File: src/rtl/bus_rr_pkg.sv
// Shared types and arbitration/decode helpers for the multi-lane bus router.
// The helpers work on MAX_DRVRS-wide vectors so that one package serves every lane width.
package bus_rr_pkg;

  localparam int unsigned MAX_DRVRS = 16;
  localparam int unsigned IDX_W     = 4;
  localparam int unsigned MAX_ID_W  = 32;

  typedef enum logic [1:0] {
    IDLE,
    POP,
    ROUTE,
    PUSH
  } lane_state_e;

  typedef struct packed {
    logic [MAX_DRVRS-1:0] mask;
    logic                 invalid;
  } dest_t;

  // First requester at or after ptr, wrapping modulo n; a zero ptr gives lowest-index priority.
  function automatic logic [IDX_W-1:0] rr_pick(
    input logic [MAX_DRVRS-1:0] pndng,
    input logic [IDX_W-1:0]     ptr,
    input int unsigned          n
  );
    logic [IDX_W-1:0] g;
    logic [IDX_W-1:0] k;
    logic             found;
    int unsigned      idx;
    g     = '0;
    found = 1'b0;
    for (int unsigned i = 0; i < MAX_DRVRS; i++) begin
      idx = (32'(ptr) + i) % n;
      k   = IDX_W'(idx);
      if (!found && (i < n) && pndng[k]) begin
        g     = k;
        found = 1'b1;
      end
    end
    return g;
  endfunction

  // Target set for a destination ID: broadcast skips the source, IDs beyond n are invalid.
  function automatic dest_t dest_mask(
    input logic [MAX_ID_W-1:0] id,
    input logic [MAX_ID_W-1:0] bcast,
    input logic [IDX_W-1:0]    src,
    input int unsigned         n
  );
    dest_t d;
    d.mask    = '0;
    d.invalid = 1'b0;
    if (id == bcast) begin
      for (int unsigned i = 0; i < MAX_DRVRS; i++) begin
        d.mask[i] = (i < n) && (i != 32'(src));
      end
    end else if (id < MAX_ID_W'(n)) begin
      d.mask[IDX_W'(id)] = 1'b1;
    end else begin
      d.invalid = 1'b1;
    end
    return d;
  endfunction

endpackage

File: src/rtl/bus_rr_lane.sv
// One bus lane: arbitrates among its drivers, pops one packet, then pushes it to
// one destination, all-but-source on broadcast, or drops it with an error pulse.
module bus_rr_lane
  import bus_rr_pkg::*;
#(
  parameter int unsigned     drvrs     = 4,
  parameter int unsigned     pckg_size = 32,
  parameter int unsigned     id_w      = 8,
  parameter logic [id_w-1:0] broadcast = {id_w{1'b1}}
) (
  input  logic                            clk,
  input  logic                            reset,
  input  logic [drvrs-1:0]                pndng,
  input  logic [drvrs-1:0][pckg_size-1:0] d_pop,
  input  logic [drvrs-1:0]                full,
  input  logic                            arb_mode,
  output logic [drvrs-1:0]                pop,
  output logic [drvrs-1:0]                push,
  output logic [pckg_size-1:0]            d_push,
  output logic                            err_dest,
  output logic                            busy
);

  lane_state_e          state_q, state_d;
  logic [IDX_W-1:0]     ptr_q;
  logic [IDX_W-1:0]     grant_q;
  logic [IDX_W-1:0]     grant_d;
  logic [pckg_size-1:0] pkt_q;
  logic [pckg_size-1:0] dpush_q;
  logic [pckg_size-1:0] head;
  logic [id_w-1:0]      id;
  dest_t                dest;
  logic                 blocked;

  assign grant_d = rr_pick(MAX_DRVRS'(pndng), arb_mode ? IDX_W'(0) : ptr_q, drvrs);

  assign id      = pkt_q[pckg_size-1 -: id_w];
  assign dest    = dest_mask(MAX_ID_W'(id), MAX_ID_W'(broadcast), grant_q, drvrs);
  assign blocked = |(dest.mask & MAX_DRVRS'(full));

  always_comb begin
    head = '0;
    for (int i = 0; i < int'(drvrs); i++) begin
      if (grant_q == IDX_W'(i)) head = d_pop[i];
    end
  end

  always_comb begin
    state_d = state_q;
    case (state_q)
      IDLE:    if (|pndng) state_d = POP;
      POP:     state_d = ROUTE;
      // The whole target set must be ready at once: broadcasts are never split.
      ROUTE: begin
        if (dest.invalid)  state_d = IDLE;
        else if (!blocked) state_d = PUSH;
      end
      PUSH:    state_d = IDLE;
      default: state_d = IDLE;
    endcase
  end

  // Control state: reset aborts any transfer in flight.
  always_ff @(posedge clk) begin
    if (reset) begin
      state_q <= IDLE;
      ptr_q   <= '0;
      dpush_q <= '0;
    end else begin
      state_q <= state_d;
      if (state_q == POP) ptr_q <= IDX_W'((32'(grant_q) + 32'd1) % drvrs);
      if ((state_q == ROUTE) && (state_d == PUSH)) dpush_q <= pkt_q;
    end
  end

  // Data capture: only consumed in states that reset already steers away from.
  always_ff @(posedge clk) begin
    if (state_q == IDLE) grant_q <= grant_d;
    if (state_q == POP)  pkt_q   <= head;
  end

  always_comb begin
    pop  = '0;
    push = '0;
    for (int i = 0; i < int'(drvrs); i++) begin
      pop[i] = (state_q == POP) && (grant_q == IDX_W'(i));
    end
    if (state_q == PUSH) push = drvrs'(dest.mask);
  end

  assign err_dest = (state_q == ROUTE) && dest.invalid;
  assign busy     = (state_q != IDLE);
  assign d_push   = dpush_q;

endmodule

File: src/rtl/bus_rr_router.sv
// Multi-lane bus router: `bits` independent lanes, each with its own arbiter and
// packet register; the lane's packet is fanned out identically to all its drivers.
module bus_rr_router
  import bus_rr_pkg::*;
#(
  parameter int unsigned     bits      = 1,
  parameter int unsigned     drvrs     = 4,
  parameter int unsigned     pckg_size = 32,
  parameter int unsigned     id_w      = 8,
  parameter logic [id_w-1:0] broadcast = {id_w{1'b1}}
) (
  input  logic                                       clk,
  input  logic                                       reset,
  input  logic [bits-1:0][drvrs-1:0]                 pndng,
  input  logic [bits-1:0][drvrs-1:0][pckg_size-1:0]  D_pop,
  input  logic [bits-1:0][drvrs-1:0]                 full,
  input  logic                                       arb_mode,
  output logic [bits-1:0][drvrs-1:0]                 pop,
  output logic [bits-1:0][drvrs-1:0]                 push,
  output logic [bits-1:0][drvrs-1:0][pckg_size-1:0]  D_push,
  output logic [bits-1:0]                            err_dest,
  output logic [bits-1:0]                            busy
);

  for (genvar l = 0; l < int'(bits); l++) begin : g_lane
    logic [pckg_size-1:0] lane_pkt;

    bus_rr_lane #(
      .drvrs     (drvrs),
      .pckg_size (pckg_size),
      .id_w      (id_w),
      .broadcast (broadcast)
    ) u_lane (
      .clk      (clk),
      .reset    (reset),
      .pndng    (pndng[l]),
      .d_pop    (D_pop[l]),
      .full     (full[l]),
      .arb_mode (arb_mode),
      .pop      (pop[l]),
      .push     (push[l]),
      .d_push   (lane_pkt),
      .err_dest (err_dest[l]),
      .busy     (busy[l])
    );

    for (genvar d = 0; d < int'(drvrs); d++) begin : g_drv
      assign D_push[l][d] = lane_pkt;
    end
  end

endmodule

File: config.mk
export PLATFORM = sky130hd
export DESIGN_NAME = bus_rr_router
export DESIGN_NICKNAME = d
export VERILOG_FILES = /design/src/rtl/bus_rr_pkg.sv /design/src/rtl/bus_rr_lane.sv /design/src/rtl/bus_rr_router.sv
export SDC_FILE = /design/constraint.sdc
export NUM_CORES = 1
export LEC_CHECK = 0
export CAP_MARGIN = 20
export CORE_UTILIZATION = 39
export CTS_BUF_LIST = sky130_fd_sc_hd__clkbuf_2 sky130_fd_sc_hd__clkbuf_4 sky130_fd_sc_hd__clkbuf_8
export DETAILED_ROUTE_END_ITERATION = 7
export PLACE_DENSITY = 0.88
export SLEW_MARGIN = 20
export SYNTH_ARGS = -nofsm -noshare
export SYNTH_HDL_FRONTEND = slang
export SYNTH_SLANG_ARGS = --single-unit
File: constraint.sdc
create_clock -name clk -period 2.6 [get_ports clk]
set_input_delay 0.52 -clock clk [delete_from_list [all_inputs] [get_ports clk]]
set_output_delay 0.52 -clock clk [all_outputs]
set_load 0.1 [all_outputs]
* After elaboration in Yosys (flattened, before gate mapping)
Index checks and enable logic that the tools add are counted.
Storage, ports and cells: output and inout bits 138, word-level logic and storage cells 78, bits of input ports 139, register bits after elaboration 70
Cells by class: $lt $le $gt $ge 7, equal/unequal tests 11, reduce and logical (&&, ||, !) cells 19, bitwise gates (word level) 1, mux-type cells 31, $add $sub $neg 4
Operators with widths (number):
- 2-to-1 mux 32 bit | 4
- 2-to-1 mux 16 bit | 2
- less-than comparator 2 x 5 -> 1 bit (second input constant) | 4
- bitwise AND 16 x 4 -> 16 bit | 1
- 2-to-1 mux 2 bit | 8
- OR reduction 16 bit | 1
- equality test 2 bit (second input constant) | 5
- logical AND 1 bit | 10
- 2-to-1 mux 1 bit | 10
- binary-select mux 1 bit (select 2 bit) | 4
- equality test 8 bit (second input constant) | 1
- less-than comparator 8 x 3 -> 1 bit (second input constant) | 1
- case mux 2 bit (4 select lines) | 1
- less-than comparator 4 x 5 -> 1 bit (second input constant) | 1
- adder 2 x 1 -> 2 bit (second input constant) | 2
- adder 2 bit (second input constant) | 2
- demux 1 bit (select 4 bit) | 1
- equality test 2 x 1 -> 1 bit (second input constant) | 2
- >= comparator 4 x 1 -> 1 bit (second input constant) | 1
- logical NOT 4 bit | 1
- 2-to-1 mux 4 bit | 1
- != test 2 bit (first input constant) | 2
- nonzero test 4 bit | 1
- OR reduction 4 bit | 1
- 4 further kinds | 6

* Longest topological paths before layout
Gate-level depths: netlist of the first run.
depth in word-level cells 13, mapped depth 10, mapped depth without buffers 7

* Hierarchy
Synthesis of the first run repeated with hierarchy kept, for this count alone.
Unflattened totals: cell total of the unflattened synthesis 537, area total of the unflattened synthesis 4669.5 um^2
By module, submodules not included:
- bus_rr_lane | area each 3948.8 um^2, instances 1, sequential area each 1741.7 um^2, cells an instance 441
- bus_rr_router | area each 720.7 um^2, instances 1, sequential area each 0.0 um^2, cells an instance 96

* Worst setup path before layout of the first run
OpenSTA, ideal clock, no wires.
path type register -> output, start reg g_lane[0].u_lane.pkt_q[25], end out push[3] (netlist bit), stages on the path, launching flop included 6, required time 2.080 ns, arrival 2.889 ns, path buffers 1, slack -0.809 ns, cell sequence edfxtp_1 > buf_6 > nand2_2 > nor3_1 > a21oi_1 > nor3_1
RTL lines:
- from (decl) | line bus_rr_lane.sv:28 | logic [pckg_size-1:0] pkt_q;
- from (signal assigned) | line bus_rr_lane.sv:79 | if (state_q == POP) pkt_q <= head;
- to (decl) | line bus_rr_router.sv:19 | output logic [bits-1:0][drvrs-1:0] push,

* Worst setup path after layout of the first run
start reg g_lane[0].u_lane.grant_q[1], end reg g_lane[0].u_lane.dpush_q[26]
Between the ends: longest elaborated chain between the ends 9, elaborated cells between the ends (all ways) 12, those cells by class eq/ne (4); mux (4); bitwise (1); reduce/logical (3)
Ends and longest elaborated chain:
- from (decl) | line bus_rr_lane.sv:26 | logic [IDX_W-1:0] grant_q;
- from (signal assigned) | line bus_rr_lane.sv:78 | if (state_q == IDLE) grant_q <= grant_d;
- nonzero test 4 bit (tied with other cells) | line bus_rr_pkg.sv:56 | d.mask[i] = (i < n) && (i != 32'(src));
- 2-to-1 mux 16 bit * | line bus_rr_pkg.sv:54 | if (id == bcast) begin
- bitwise AND 16 x 4 -> 16 bit * | line bus_rr_lane.sv:39 | assign blocked = |(dest.mask & MAX_DRVRS'(full));
- OR reduction 16 bit * | line bus_rr_lane.sv:39
- 2-to-1 mux 2 bit * | line bus_rr_lane.sv:56 | else if (!blocked) state_d = PUSH;
- 2-to-1 mux 2 bit * | line bus_rr_lane.sv:55 | if (dest.invalid) state_d = IDLE;
- case mux 2 bit (4 select lines) * | line bus_rr_lane.sv:50 | case (state_q)
- equality test 2 bit * | line bus_rr_lane.sv:72 | if ((state_q == ROUTE) && (state_d == PUSH)) dpush_q <= pkt_q;
- logical AND 1 bit * | line bus_rr_lane.sv:72
- to (signal assigned) | line bus_rr_lane.sv:72
- to (decl) | line bus_rr_lane.sv:29 | logic [pckg_size-1:0] dpush_q;
Every way passes the cells marked *; elsewhere a longest branch is shown, timed or not. A chain may end at the register's enable or synchronous reset.

==> results by group, run 1 <==
Power and ir drop
  – Int Power: 2386 uW
  – Leak: 0.002731 uW
  – Clk pwr share: 30.9%
  – Overall Power: 3440 uW
  – Peak VDD IR: 0.2522 mV
  – Switch share: 30.65%
  – Psw: 1054 uW
  – Register share of total power: 38.9%
  – Pwr dens: 508.4 nW/um2
  – Combinational share of power: 30.2%

Outcome
  – Status: finished, final reports clean

CTS
  – TritonCTS buffer count: 9
  – Root buffer cell: clkbuf_8
  – Worst-path clk slew: 70 ps
  – Maximum clock path buffer count: 2
  – CTS tree: built
  – Clk sink count: 70
  – Clk_lat worst skew: 340 ps
  – H-tree Lvls: 3

Global routing
  – Initial antenna violation count: 0
  – First-pass GRT wire length: 21080 um
  – GR Overflow Total: 0
  – Global router's overall resource usage: 22.88%
  – Largest net degree at the start of global routing: 38
  – Vias in the first global route: 4358

Yosys
  – Synth Instances: 559
  – Main synth FF type: dfxtp_1
  – Post-synth top cells: buf_4, a21oi_1, o21ai_0
  – Yosys cell types: 44
  – Synth area leader: edfxtp_1
  – Mapped Area: 4569 um2
  – Register area share after synthesis: 38.12%
  – Post-synth EDFFs: 34
  – Top post-synthesis cells by area: edfxtp_1, buf_4, dfxtp_1, a21oi_1, o21ai_0
  – Share of the synthesized area in the top cell type: 22.34%
  – Post-synth net total: 702
  – Mapped Avg Cell Area: 8.174 um2
  – Post-synth ARST share: 0%
  – Cell with the most instances after synthesis: buf_4
  – Synth Warn #: 0
  – FF+latch count, synth: 70

Route
  – Wirelength per Cell: 16.48 um
  – Vias post-DR: 4574
  – Vias/cell: 5.221
  – DR DRC count: 0
  – Initial DRC count: 280
  – ANT nets after route: 0
  – Detailed-route wire length: 14440 um
  – First drt pass iteration count: 5

Placed design
  – GPL Wtd Cong: 0.8777
  – Post-place instance area: 6511 um2
  – DP HPWL: 10860 um
  – Count of port buffers added during placement: 276

Final layout
  – Fillers: 970
  – Layout cell share with drive strength beyond 1: 25.24%
  – N_diodes: 0
  – Post-route cell area: 6766 um2
  – Fin nets: 871
  – Area Overhead vs Synth: 48.08%

Worst setup path
  – Cells on worst reg2reg path: 8
  – Family with the most delay on the worst path: compound AO/OA/AOI/OAI gates
  – CP cell instances: inv_1, ha_1, buf_6, nor2b_1, a2111oi_4, o22ai_4, nor2_1, o21ai_0
  – Startpoint type of the worst setup path: flop
  – CP Capture Type: flop
  – Critical path's largest stage delay: 430 ps
  – Arrival @ worst endpoint: 2680 ps
  – WP buf/inv: 2
  – CP required: 2810 ps
  – CP max-delay cell: edfxtp_1
  – R2r endpoint: g_lane[0].u_lane.d_push[26]
  – R2r startpoint: g_lane[0].u_lane.grant_q[1]
  – CP Max Fanout: 36
  – Reg2reg setup slack: 130 ps
  – Worst Path Class, Setup: reg -> reg

Timing
  – TNS Setup: 0 ps
  – Clock Skew: 6.514 ps
  – Highest clock rate: 405.6 MHz
  – Slew Limit Fails: 0
  – Min Tclk post-route: 2466 ps
  – Fin Hold WS: 526.4 ps
  – Slew HR: 48.37%
  – Final setup fails: 0
  – Final period utilization: 94.84%
  – Slew @ Worst Pin: 774.4 ps
  – RSZ-0062 raised after global routing: false
  – Final hold vios: 0

Worst hold path
  – HP Class: reg -> reg
  – Worst hold endpoint: g_lane[0].u_lane.d_push[16]
  – Hold Path Stages: 2
  – HP Start: g_lane[0].u_lane.pkt_q[16]

Floorplanning
  – Die Footprint: 12150 um2
  – Die height: 110.2 um
  – Core area: 11420 um2
  – Io pins: 277
  – Initial core utilization: 40.02%
  – Die width: 110.2 um
  – Row count: 39

Run
  – Max Cap Violations: 0
==> worst max-delay path by stage <==
| stage | from | to | cells after the start |
|---|---|---|---|
| after floorplan | g_lane[0].u_lane.pkt_q[25] | push[3] | 5 |
| after detailed placement | g_lane[0].u_lane.grant_q[0] | g_lane[0].u_lane.pkt_q[10] | 8 |
| after global routing | g_lane[0].u_lane.grant_q[1] | g_lane[0].u_lane.d_push[26] | 8 |
| after global placement | full[3] | g_lane[0].u_lane.d_push[26] | 6 |
| final | g_lane[0].u_lane.grant_q[1] | g_lane[0].u_lane.d_push[26] | 8 |
| after CTS | g_lane[0].u_lane.pkt_q[31] | push[0] | 5 |
==> stage by stage <==
step,cells,setup WS (ps),utilization [%]
detailed placement,860,110.0,57.02
global route,876,6.049,59.26
CTS,876,72.52,59.14
global placement,860,212.3,57.02
floorplan,559,33.83,-
finish,876,134.3,59.26
==> routing by layer <==
metal | vias to the layer above | global-route usage (%) | wire length [um] | share of wire (%)
li1 | 2196 | - | - | -
met1 | 2121 | 25.33 | 5545 | 38
met2 | 232 | 43.21 | 7489 | 52
met3 | 25 | 4.174 | 1113 | 7.7
met4 | 0 | 8.271 | 291 | 2.0
met5 | - | 0 | 0 | 0
==> final cells by class <==
cell class              instances  area (um2)  area share, %
well taps                     143       178.9          2.644
multi-input cells             346        1906          28.16
clock buffers                  10       131.4          1.942
clock inverters                 6       110.1          1.627
inverters                       6       22.52         0.3328
flip-flops and latches         70        1742          25.74
repair buffers                295        2676          39.55
==> what timing repair did <==
| item | 4_1_cts | 5_1_grt |
|---|---|---|
| buffers inserted | 0 | 0 |
| gates resized for setup | 0 | 3 |
| hold buffers | 0 | 0 |
| setup endpoints to repair | 0 | 22 |
==> cell usage in the layout, fill, tap and decap left out, types with 28 or more instances in the layout <==
| cell | instances |
|---|---|
| buf_4 | 147 |
| clkdlybuf4s50_1 | 138 |
| a21oi_1 | 66 |
| o21ai_0 | 58 |
| nor2_1 | 48 |
| nand2_1 | 44 |
| dfxtp_1 | 36 |
| edfxtp_1 | 34 |
| a22oi_1 | 32 |
| nand3_1 | 28 |
==> logic make-up (layout without fill, tap and decap cells) <==
family	Yosys count	in the layout	share of synthesized area (%)
buffers and inverters	143	317	21.00
muxes	3	3	0.6572
DFF	70	70	38.12
and+or+nand+nor	159	159	15.94
AOI/OAI and AO/OA	179	179	23.00
adders and majority gates	4	4	1.095
xor gates and xnor gates	1	1	0.1917
==> state kept, by name, summed over array words and instances, names as in the netlist <==
signal,cells
g_lane.u_lane.d_push,32
g_lane.u_lane.grant_q,2
g_lane.u_lane.pkt_q,32
g_lane.u_lane.ptr_q,2
g_lane.u_lane.state_q,2
==> power by group through the flow <==
stage / logic, uW / clock network [uW] / registers (uW)
3_5_place_dp: 1020 / 0 / 1360
2_1_floorplan: 594 / 0 / 1350
3_3_place_gp: 986 / 0 / 1360
6_report: 1040 / 1060 / 1340
4_1_cts: 1020 / 1080 / 1340
5_1_grt: 1130 / 1120 / 1340
==> tightest hold or removal path: cells and delay by family, from the launching register on <==
family / cells / cell delay (ps)
compound gates: 1 / 110
flops: 1 / 320
simple gates: 1 / 60
No activity file was read; power rests on OpenSTA's default activity.
==> run 2: changes to the inputs <==
--- a/config.mk
+++ b/config.mk
@@ -6,11 +6,14 @@
 export NUM_CORES = 1
 export LEC_CHECK = 0
 export CAP_MARGIN = 20
+export CORE_MARGIN = 2
 export CORE_UTILIZATION = 39
 export CTS_BUF_LIST = sky130_fd_sc_hd__clkbuf_2 sky130_fd_sc_hd__clkbuf_4 sky130_fd_sc_hd__clkbuf_8
 export DETAILED_ROUTE_END_ITERATION = 7
+export HOLD_SLACK_MARGIN = 0.15
 export PLACE_DENSITY = 0.88
 export SLEW_MARGIN = 20
 export SYNTH_ARGS = -nofsm -noshare
 export SYNTH_HDL_FRONTEND = slang
 export SYNTH_SLANG_ARGS = --single-unit
+export TNS_END_PERCENT = 100
==> run 2 against run 1 <==
Effect of this change:
- via count shrank 1.3%
- hold slack worse by 1.2 ps
- cell count up 0.11%
- critical endpoint is now push[0]
==> results by group, run 2 (synthesis gave the netlist of run 1 again) <==
Timing
  – RSZ-0062 raised after global routing: false
  – Min Tclk post-route: 2482 ps
  – Clock Skew: 10.46 ps
  – Final period utilization: 95.45%
  – Final setup fails: 0
  – Slew @ Worst Pin: 728.4 ps
  – Fin Hold WS: 525.2 ps
  – Final hold vios: 0
  – TNS Setup: 0 ps
  – Slew HR: 51.44%
  – Slew Limit Fails: 0
  – Fin worst setup slack: 118.3 ps
  – Highest clock rate: 402.9 MHz

Worst setup path
  – CP Max Fanout: 7
  – Critical path's largest stage delay: 440 ps
  – Worst Path Class, Setup: reg -> out
  – CP Capture Type: output pin
  – R2r startpoint: g_lane[0].u_lane.grant_q[0]
  – Startpoint type of the worst setup path: flop
  – Crit. Startpoint: g_lane[0].u_lane.pkt_q[31]
  – CP required: 2080 ps
  – R2r endpoint: g_lane[0].u_lane.d_push[31]
  – Arrival @ worst endpoint: 1960 ps
  – Reg2reg setup slack: 240 ps
  – Cells on worst reg2reg path: 7
  – CP cell instances: nor2_1, nand3_2, o32a_1, nor2_2, buf_12
  – CP max-delay cell: edfxtp_1

Route
  – First drt pass iteration count: 5
  – ANT nets after route: 0
  – Wirelength per Cell: 16.27 um
  – Vias/cell: 5.148
  – Vias post-DR: 4515
  – Detailed-route wire length: 14270 um
  – Initial DRC count: 191
  – DR DRC count: 0

CTS
  – TritonCTS buffer count: 9
  – Clk sink count: 70
  – Clk_lat worst skew: 330 ps
  – H-tree Lvls: 3
  – Root buffer cell: clkbuf_8
  – Worst-path clk slew: 80 ps
  – Maximum clock path buffer count: 2
  – CTS tree: built
  – Hold-fix buffers at CTS: 0

Global routing
  – Initial antenna violation count: 0
  – GR Overflow Total: 0
  – Global router's overall resource usage: 21.72%
  – First-pass GRT wire length: 21780 um
  – Largest net degree at the start of global routing: 37
  – Vias in the first global route: 4394

Floorplanning
  – Initial core utilization: 40.02%
  – Core area: 11420 um2
  – Die height: 112.2 um
  – Die Footprint: 12600 um2
  – Io pins: 277
  – Die width: 112.2 um
  – Row count: 39

Final layout
  – Area Overhead vs Synth: 48.27%
  – N_diodes: 0
  – Commonest non-fill, non-tap cell in the layout: buf_4
  – Most frequent cells in the layout: buf_4, clkdlybuf4s50_1, a21oi_1
  – Fin nets: 872
  – Layout cell share with drive strength beyond 1: 25.48%
  – Multi-input logic area: 1901 um2
  – Non-filler cells, final: 877
  – Sequential Area: 1742 um2
  – Fillers: 989

Worst hold path
  – HP Class: reg -> reg
  – Hold Path Stages: 2
  – Worst hold endpoint: g_lane[0].u_lane.d_push[16]
  – HP Start: g_lane[0].u_lane.pkt_q[16]

Placed design
  – Placed cell count: 859
  – DP HPWL: 10950 um
  – Count of port buffers added during placement: 276
  – GPL Wtd Cong: 0.7958
  – Setup WS pre-CTS: 118.0 ps

Outcome
  – Status: finished, final reports clean

Run
  – Max Cap Violations: 0

Power and ir drop
  – Leak: 0.002737 uW
  – Peak VDD IR: 0.3114 mV
  – Pwr dens: 508.8 nW/um2
==> run 2: stage by stage <==
| stage | area [um2] | total power (uW) | utilization (%) |
|---|---|---|---|
| floorplan | 4583 | 1946 | - |
| global placement | 6504 | 2353 | 56.96 |
| detailed placement | 6504 | 2383 | 56.96 |
| CTS | 6755 | 3470 | 59.16 |
| global route | 6775 | 3625 | 59.34 |
| finish | 6775 | 3447 | 59.34 |
==> run 2: power breakdown <==
part / switching (uW) / internal [uW]
clock network: 406 / 676
registers: 43.7 / 1290
logic: 578 / 450
==> run 2: how the worst max path moves through the flow <==
stage,cells past startpoint,slack (ps),endpoint
finish,5,120,push[0]
global route,5,40,push[0]
floorplan,5,30,push[3]
detailed placement,6,120,g_lane[0].u_lane.d_push[31]
global placement,6,200,g_lane[0].u_lane.d_push[30]
CTS,5,10,push[0]
==> run 2: cell type report <==
type | count | area share [%]
Inverter | 6 | 0.3324
Timing Repair Buffer | 296 | 39.56
Tap cell | 143 | 2.641
Clock inverter | 5 | 1.570
Clock buffer | 11 | 2.142
Multi-Input combinational cell | 346 | 28.05
Sequential cell | 70 | 25.71
==> run 2: critical path, delay by kind of cell (launching register included) <==
kind / cells / cell delay, ps
buf+inv: 1 / 190
simple gates: 3 / 630
compound gates: 1 / 350
flops: 1 / 440
==> run 2: what timing repair did <==
item                       4_1_cts  5_1_grt
setup buffers                    0        2
resized for setup                0        1
setup endpoints to repair        0        3
==> run 2: routing by layer <==
layer	part of all wire, %	GRT usage, %	wire [um]	vias to the layer above
met5	0	0	0	-
met4	2.1	8.618	301	0
met3	8.9	5.184	1270	23
met2	52	39.96	7454	242
met1	37	24.07	5246	2054
li1	-	-	-	2196
==> run 3: changes to the inputs <==
--- a/config.mk
+++ b/config.mk
@@ -11,6 +11,7 @@
 export CTS_BUF_LIST = sky130_fd_sc_hd__clkbuf_2 sky130_fd_sc_hd__clkbuf_4 sky130_fd_sc_hd__clkbuf_8
 export DETAILED_ROUTE_END_ITERATION = 7
 export HOLD_SLACK_MARGIN = 0.15
+export MAX_ROUTING_LAYER = met4
 export PLACE_DENSITY = 0.88
 export SLEW_MARGIN = 20
 export SYNTH_ARGS = -nofsm -noshare
==> run 3 against run 2 <==
Effect of this change:
- register-to-register slack about the same
- non-clock buffer count is 2 lower
- sequential share of layout area increased by 0.11 points
- combinational power barely moved
- hold slack got worse by 1.2 ps
- clock power decreased by 5%
- wire length is 0.78% lower
- utilization fell by 0.26 points
- worst setup slack improved by 32 ps
- cell count down 0.23%
- power fell by 1.8%
- clock-buffer cell count rose by 1
==> results by group, run 3 (synthesis gave the netlist of run 1 again) <==
Route
  – Wirelength per Cell: 16.18 um
  – DR DRC count: 0
  – ANT nets after route: 0
  – Vias/cell: 5.158
  – Initial DRC count: 216
  – First drt pass iteration count: 5
  – Detailed-route wire length: 14160 um
  – Vias post-DR: 4513

Global routing
  – Global router's overall resource usage: 22.03%
  – Met2 usage: 40.08%
  – Grt peak-use layer: met2
  – Initial antenna violation count: 0
  – Met1 Resource Use GR: 23.02%
  – Vias in the first global route: 4461
  – First-pass GRT wire length: 21620 um
  – GR Overflow Total: 0
  – Largest net degree at the start of global routing: 36
  – GR met3 Demand/Resource: 5.130%

Placed design
  – Post-place instance area: 6496 um2
  – GPL Wtd Cong: 0.8081
  – Placed cell count: 858
  – DP HPWL: 10900 um
  – Count of port buffers added during placement: 276

Worst setup path
  – Startpoint type of the worst setup path: flop
  – Reg2reg setup slack: 230 ps
  – CP Capture Type: output pin
  – Setup crit end: push[0]
  – Cells on worst reg2reg path: 7
  – R2r endpoint: g_lane[0].u_lane.d_push[27]
  – CP required: 2080 ps
  – Worst Path Class, Setup: reg -> out
  – CP Max Fanout: 7
  – Crit. Startpoint: g_lane[0].u_lane.pkt_q[31]
  – R2r startpoint: g_lane[0].u_lane.grant_q[0]
  – Arrival @ worst endpoint: 1930 ps

Timing
  – RSZ-0062 raised after global routing: false
  – Clock Skew: 10.67 ps
  – Highest clock rate: 408.3 MHz
  – Final period utilization: 94.21%
  – Final hold vios: 0
  – Slew @ Worst Pin: 754.6 ps
  – Final setup fails: 0
  – Min Tclk post-route: 2449 ps
  – TNS Setup: 0 ps
  – Slew Limit Fails: 0
  – Slew HR: 49.69%

Outcome
  – Status: finished, final reports clean

CTS
  – Hold-fix buffers at CTS: 0
  – Postcts setup bufs: 0
  – CTS tree: built
  – Root buffer cell: clkbuf_8
  – H-tree Lvls: 3
  – Worst-path clk slew: 70 ps
  – Post-cts sizing count: 0
  – Clk sink count: 70
  – TritonCTS buffer count: 9
  – Clk_lat worst skew: 330 ps
  – Maximum clock path buffer count: 2

Worst hold path
  – HP Start: g_lane[0].u_lane.pkt_q[23]
  – HP Class: reg -> reg

Final layout
  – Layout cell share with drive strength beyond 1: 25.14%
  – Area Overhead vs Synth: 47.62%
  – Post-route cell area: 6745 um2
  – Non-filler cells, final: 875
  – Most frequent cells in the layout: buf_4, clkdlybuf4s50_1, a21oi_1
  – Fin nets: 870
  – Fillers: 969
  – Post-layout util: 59.07%
  – Commonest non-fill, non-tap cell in the layout: buf_4
  – N_diodes: 0

Run
  – Max Cap Violations: 0

Floorplanning
  – Die height: 112.2 um
  – Die Footprint: 12600 um2
  – Row count: 39
  – Io pins: 277
  – Initial core utilization: 40.02%
  – Core area: 11420 um2
  – Die width: 112.2 um

Power and ir drop
  – Pwr dens: 502.1 nW/um2
  – Peak VDD IR: 0.2931 mV
  – Overall Power: 3387 uW
  – Leak: 0.002722 uW
==> run 3: cell count changes in the layout (fill, tap and decap cells not counted), sizes merged <==
cell    change
buf         -2
clkbuf      +1
inv         +1
bufinv      -1
clkinv      -1
==> run 3: worst min path at each step <==
| stage | end | slack, ps | depth (start not counted) |
|---|---|---|---|
| after floorplan | g_lane[0].u_lane.d_push[10] | 490 | 2 |
| after global placement | g_lane[0].u_lane.d_push[14] | 500 | 2 |
| after detailed placement | g_lane[0].u_lane.d_push[23] | 510 | 2 |
| after CTS | g_lane[0].u_lane.d_push[23] | 530 | 2 |
| after global routing | g_lane[0].u_lane.d_push[17] | 550 | 2 |
| final | g_lane[0].u_lane.d_push[23] | 520 | 2 |
==> run 3: worst max-delay path: stages (launching register included) <==
cell	delay (ps)
edfxtp_1	430
nor2_1	180
nand3_1	280
o32a_1	380
nor2_2	140
buf_12	190
==> run 3: cell type report <==
class	count	area, um2	area share (%)
Tap cell	143	178.9	2.653
Sequential cell	70	1742	25.82
Multi-Input combinational cell	346	1896	28.10
Clock inverter	4	76.32	1.132
Timing Repair Buffer	294	2665	39.51
Clock buffer	12	165.2	2.449
Inverter	6	22.52	0.3339
==> run 3: stage by stage <==
step / hold WS [ps] / setup slack (ps)
2_1_floorplan: 491.6 / 33.83
6_report: 523.9 / 150.5
3_5_place_dp: 506.8 / 132.6
4_1_cts: 525.8 / 41.19
5_1_grt: 551.4 / 41.88
3_3_place_gp: 497.7 / 192.6
==> run 3: where the power goes <==
| part | leakage (uW) | internal (uW) | switching (uW) |
|---|---|---|---|
| logic | 0.00198 | 444 | 579 |
| registers | 0.000619 | 1290 | 43.9 |
| clock network | 0.000119 | 623 | 405 |
| total | 0.00272 | 2360 | 1030 |
==> run 3: metal layers <==
| metal | share of wire (%) | up-vias | wire, um |
|---|---|---|---|
| met4 | 2.1 | 0 | 292 |
| li1 | - | 2197 | - |
| met1 | 37 | 2046 | 5247 |
| met3 | 8.6 | 24 | 1221 |
| met5 | 0 | - | 0 |
| met2 | 52 | 246 | 7399 |
